--- config.mk ---
export PLATFORM = sky130hd
export DESIGN_NAME = pwm_peripheral
export DESIGN_NICKNAME = d
export VERILOG_FILES = /design/src/rtl/pwm_pkg.sv /design/src/rtl/pwm_timebase.sv /design/src/rtl/pwm_peripheral.sv
export SDC_FILE = /design/constraint.sdc
export NUM_CORES = 1
export LEC_CHECK = 0
export ABC_AREA = 1
export CAP_MARGIN = 20
export CELL_PAD_IN_SITES_DETAIL_PLACEMENT = 0
export CELL_PAD_IN_SITES_GLOBAL_PLACEMENT = 1
export CORE_MARGIN = 4
export CORE_UTILIZATION = 31
export CTS_CLUSTER_SIZE = 8
export DETAILED_ROUTE_END_ITERATION = 10
export PLACE_DENSITY_LB_ADDON = 0.1
export SLEW_MARGIN = 10
export SYNTH_ARGS = -nofsm -noshare
export SYNTH_HDL_FRONTEND = slang
export SYNTH_SLANG_ARGS = --single-unit
--- constraint.sdc ---
create_clock -name clk -period 2.3 [get_ports clk]
set_input_delay 0.345 -clock clk [delete_from_list [all_inputs] [get_ports clk]]
set_output_delay 0.345 -clock clk [all_outputs]
set_load 0.03 [all_outputs]
--- src/rtl/pwm_pkg.sv ---
`default_nettype none
// ============================================================================
//  Module      : pwm_pkg
//  Description : Shared constants, output-mode encoding and helper functions
//                for the PWM peripheral and its timebase.
//  Revision    : 1.0 - initial release
// ============================================================================
package pwm_pkg;

    // Last value of the step counter; it wraps to zero after this
    localparam logic [7:0] PWM_STEP_MAX        = 8'd254;
    // Number of steps in one PWM period (0..PWM_STEP_MAX)
    localparam int         PWM_PERIOD_STEPS    = 255;
    // Default number of clk cycles per PWM step
    localparam int         PWM_CLK_DIV_DEFAULT = 13;
    // Number of user outputs
    localparam int         OUT_WIDTH           = 16;

    // How a single output bit is driven
    typedef enum logic [1:0] {
        OUT_MODE_OFF  = 2'd0,
        OUT_MODE_HIGH = 2'd1,
        OUT_MODE_PWM  = 2'd2
    } out_mode_t;

    // Prescaler width: enough bits to hold CLK_DIV-1, never less than one bit
    function automatic int prescale_width(input int div);
        return (div <= 1) ? 1 : $clog2(div);
    endfunction

    // Output-enable has priority: a disabled bit is off whatever the PWM select says
    function automatic out_mode_t decode_mode(input logic en_out, input logic en_pwm);
        if (!en_out) begin
            return OUT_MODE_OFF;
        end else if (!en_pwm) begin
            return OUT_MODE_HIGH;
        end else begin
            return OUT_MODE_PWM;
        end
    endfunction

    // Next value of one output bit given its enables and the shared waveform
    function automatic logic out_select(input logic en_out, input logic en_pwm,
                                        input logic pwm_sig);
        logic v;
        v = 1'b0;
        case (decode_mode(en_out, en_pwm))
            OUT_MODE_HIGH: v = 1'b1;
            OUT_MODE_PWM:  v = pwm_sig;
            default:       v = 1'b0;
        endcase
        return v;
    endfunction

endpackage
`default_nettype wire

--- src/rtl/pwm_timebase.sv ---
`default_nettype none
// ============================================================================
//  Module      : pwm_timebase
//  Description : Clock prescaler plus 8-bit step counter (0..254). Exports the
//                current step and a combinational flag marking the first clk
//                of every PWM period.
//  Revision    : 1.0 - initial release
// ============================================================================
module pwm_timebase
    import pwm_pkg::*;
#(
    parameter int CLK_DIV = PWM_CLK_DIV_DEFAULT
) (
    input  logic       clk,
    input  logic       rst_n,
    output logic [7:0] step_count,
    output logic       period_start_comb
);

    localparam int                c_ps_w    = prescale_width(CLK_DIV);
    localparam logic [c_ps_w-1:0] c_ps_last = c_ps_w'(CLK_DIV - 1);

    logic [c_ps_w-1:0] r_prescaler;
    logic [7:0]        r_step_count;
    logic              w_step_tick;

    assign w_step_tick       = (r_prescaler == c_ps_last);
    assign period_start_comb = (r_prescaler == '0) && (r_step_count == 8'd0);
    assign step_count        = r_step_count;

    // Prescaler counts 0..CLK_DIV-1; step counter advances on each wrap
    always_ff @(posedge clk or negedge rst_n) begin
        if (!rst_n) begin
            r_prescaler  <= '0;
            r_step_count <= 8'd0;
        end else begin
            if (w_step_tick) begin
                r_prescaler <= '0;
                if (r_step_count == PWM_STEP_MAX) begin
                    r_step_count <= 8'd0;
                end else begin
                    r_step_count <= r_step_count + 8'd1;
                end
            end else begin
                r_prescaler <= r_prescaler + c_ps_w'(1);
            end
        end
    end

endmodule
`default_nettype wire

--- src/rtl/pwm_peripheral.sv ---
`default_nettype none
// ============================================================================
//  Module      : pwm_peripheral
//  Description : Drives 16 user outputs as off, static high or a shared PWM
//                waveform. The duty value is double-buffered and only taken
//                at a period boundary so every period is glitch-free.
//  Revision    : 1.0 - initial release
// ============================================================================
module pwm_peripheral
    import pwm_pkg::*;
#(
    parameter int CLK_DIV = PWM_CLK_DIV_DEFAULT
) (
    input  logic                 clk,
    input  logic                 rst_n,
    input  logic [7:0]           en_reg_out_7_0,
    input  logic [7:0]           en_reg_out_15_8,
    input  logic [7:0]           en_reg_pwm_7_0,
    input  logic [7:0]           en_reg_pwm_15_8,
    input  logic [7:0]           pwm_duty_cycle,
    output logic [OUT_WIDTH-1:0] out,
    output logic                 period_start
);

    logic [7:0]           w_step_count;
    logic                 w_period_start_comb;
    logic [7:0]           r_duty_shadow;
    logic [7:0]           w_duty_eff;
    logic                 w_pwm_sig;
    logic [OUT_WIDTH-1:0] w_en_out;
    logic [OUT_WIDTH-1:0] w_en_pwm;
    logic [OUT_WIDTH-1:0] w_out_next;
    logic [OUT_WIDTH-1:0] r_out;
    logic                 r_period_start;

    pwm_timebase #(
        .CLK_DIV (CLK_DIV)
    ) u_timebase (
        .clk               (clk),
        .rst_n             (rst_n),
        .step_count        (w_step_count),
        .period_start_comb (w_period_start_comb)
    );

    assign w_en_out = {en_reg_out_15_8, en_reg_out_7_0};
    assign w_en_pwm = {en_reg_pwm_15_8, en_reg_pwm_7_0};

    // The value written on the boundary clk is used for that very period
    assign w_duty_eff = w_period_start_comb ? pwm_duty_cycle : r_duty_shadow;
    // Step never exceeds 254, so a duty of 0xFF keeps the waveform high
    assign w_pwm_sig  = (w_step_count < w_duty_eff);

    for (genvar gi = 0; gi < OUT_WIDTH; gi++) begin : g_out_bit
        assign w_out_next[gi] = out_select(w_en_out[gi], w_en_pwm[gi], w_pwm_sig);
    end

    // Duty shadow captures the requested duty only at a period boundary
    always_ff @(posedge clk or negedge rst_n) begin
        if (!rst_n) begin
            r_duty_shadow <= 8'h00;
        end else if (w_period_start_comb) begin
            r_duty_shadow <= pwm_duty_cycle;
        end
    end

    // Register outputs and the period marker together so they stay aligned
    always_ff @(posedge clk or negedge rst_n) begin
        if (!rst_n) begin
            r_out          <= '0;
            r_period_start <= 1'b0;
        end else begin
            r_out          <= w_out_next;
            r_period_start <= w_period_start_comb;
        end
    end

    assign out          = r_out;
    assign period_start = r_period_start;

endmodule
`default_nettype wire

==> results.cfg <==
[timing]
worst_slack_ns = -0.167
fmax_ghz = 0.405
max_slew_margin_pct = 43.6
period_minus_slack_ns = 2.47
skew_ns = 0.00573
worstMarginPinSlew_ns = 0.845
tns_ns = -2.33
setup_viol = 16
slew_viol_final = 0
period_share_pct = 107
rsz0062_at_grt = true
hold_viol_final = 0

[pwr]
ir_drop_mv = 0.211
power_leakage_uw = 0.00171
power.density_nw_per_um2 = 430

[clock_tree]
clock-sinks = 37
cts_tree = built
numCtsBuffers = 5
clk_pin_slew_ns = 0.07
cts_hold_buffers = 0
worstSkewPairLatency_ns = 0.29
clock_path_buffers = 2
h-tree-depth = 2
clock-root-buffer = clkbuf_8

[worst_setup_path]
crit_path_end_kind = flop
crit_required_ns = 2.53
cp_max_fo = 7
reg2regPathDepth = 17
critPathLaunchType = flop
critical_path_class = reg -> reg
worstPathArrival_ns = 2.69

[synthesis]
synth_cell_types = 27
ys_warn_count = 0
postSynthAreaPerCell_um2 = 8.04
synth.net_count = 313
ys_seq_area_share_pct = 44.5
synthCells = 259
syn_area_um2 = 2080
synth_top_area_cell = dfrtp_1
ys_seq_elements = 37
synth_top_area_share_pct = 44.5
synthTopCellsByArea = dfrtp_1 44%, nand2_1 15%, inv_1 9.9%, ha_1 7.2%, nand3_2 6.3%

[cells_and_area]
fin_nets = 414
final_common_cell = nand2_1
area_growth_pct = 54.2
diodes = 0
final_cell_mix = 79 x nand2_1, 57 x clkdlybuf4s50_1, 48 x inv_1
utilization_pct = 50.0
drive_gt1_share_pct = 26.0

[place]
dp_hpwl_mm = 3.45
io_buffers = 58
gp_congestion = 0.737
dp_slack_ns = -0.164

[global_route]
grt_start_max_net_pins = 38
antenna_found_initial = 0
grt_pass1_vias = 1798
grtUsageMet2_pct = 20.2
top_usage_layer = met2
grtUsageTotal_pct = 12.0
grtUsageMet1_pct = 14.2
gr-total-overflow = 0
gr-usage-met3_pct = 4.42
grt_pass1_wl_mm = 7.98

[routing]
wl_per_cell_um = 11.4
detailedRoute.firstPassIterationCount = 4
drc = 0
viasPerCell = 4.12
ant_nets = 0
wl_mm = 5.01
drt_iter0_markers = 54
vias = 1803

[floorplanning]
coreArea_um2 = 6420
row_count = 29
start_util_pct = 32.4
die_area_um2 = 8090
die_y_um = 90.0
dieWidth_um = 90.0
io_pins = 59

[job]
cap_violations = 0

[worst_hold_path]
hp-class = in -> async

[status]
status = complete, but fails checks
violations = setup timing
routing by layer:
metal / part of all wire, % / routed length, µm
met2: 48 / 2430
met3: 5.9 / 298
met1: 44 / 2220
met5: 0 / 0
met4: 1.3 / 67
kinds of logic after synthesis:
group,synth area share (%)
compound gates,4.09
xor+xnor,0.841
fa+ha+maj,7.21
simple gates,31.6
flops,44.5
buf+inv,11.8
what timing repair did:
item                                    4_1_cts  5_1_grt
buffers inserted                              8        4
endpoints found under the hold margin         0        0
endpoints found under the setup margin       16       16
resized for setup                             9       15
cloned                                        1        1
pin swaps                                    11       22
critical path, stage by stage (launching register included):
cell and delay (ns):
dfrtp_1 0.39, inv_2 0.06, ha_2 0.17, nand2_2 0.05, inv_2 0.06, nand3_4 0.07
nor2_4 0.21, inv_2 0.10, nand2_1 0.09, nand2_2 0.06, inv_1 0.06, ha_1 0.23
nand2_2 0.09, nor2_1 0.06, a211oi_2 0.32, buf_4 0.23, nand3_2 0.07, nand2_1 0.06
stage by stage:
| step | power (µW) | hold slack, ns | cells | instance area [µm²] |
|---|---|---|---|---|
| floorplan | 805 | 0.0494 | 259 | 2100 |
| global placement | 949 | 0.461 | 416 | 2920 |
| detailed placement | 950 | 0.468 | 416 | 2920 |
| CTS | 1400 | 0.206 | 433 | 3110 |
| global route | 1460 | 0.226 | 438 | 3210 |
| finish | 1380 | 0.162 | 438 | 3210 |
final timing paths:
check | slack (ns) | startpoint | to
max | -0.17 | u_timebase.r_prescaler[0]$_DFF_PN0_ | out[14]$_DFF_PN0_
min | 0.16 | rst_n | period_start$_DFF_PN0_
max reg2reg | -0.17 | u_timebase.r_prescaler[0]$_DFF_PN0_ | out[14]$_DFF_PN0_
min reg2reg | 0.49 | r_duty_shadow[2]$_DFF_PN0_ | r_duty_shadow[2]$_DFF_PN0_
max in group asynchronous | 1.60 | rst_n | u_timebase.step_count[4]$_DFFE_PN0N_
min in group clk | 0.49 | r_duty_shadow[2]$_DFF_PN0_ | r_duty_shadow[2]$_DFF_PN0_
Yosys cell counts:
master and number:
inv_2 1, a211oi_2 1, clkinv_2 1, xor2_1 1
xnor2_1 1, o22ai_1 1, o21ai_0 4, o21a_1 1
nor4_2 1, nor2_1 18, ha_1 12, nand4_1 1
o21bai_2 1, nand2_4 1, nand3_2 13, nor2_4 2
a21boi_1 1, nand2_1 83, and2_2 1, nor2_2 4
inv_1 55, buf_12 1, a21oi_1 4, nand2_2 2
nand3_1 10, dfrtp_1 37, buf_6 1
flip-flops by register name, indices dropped and copies added (netlist names):
| register | cells |
|---|---|
| out | 16 |
| period_start | 1 |
| r_duty_shadow | 8 |
| u_timebase.r_prescaler | 4 |
| u_timebase.step_count | 8 |
layout make-up:
cell class	count	area, µm²
Multi-Input combinational cell	164	1030
Tap cell	77	96.3
Timing Repair Buffer	95	861
Fill cell	631	3210
Inverter	57	215
Sequential cell	37	926
Clock buffer	8	80.1
power breakdown:
part	switching (µW)	internal (µW)	total, µW	leakage [µW]
clock network	219	215	435	0.0000395
registers	7.95	679	687	0.000446
logic	127	131	258	0.00122
Power figures use the tool's default switching activity.
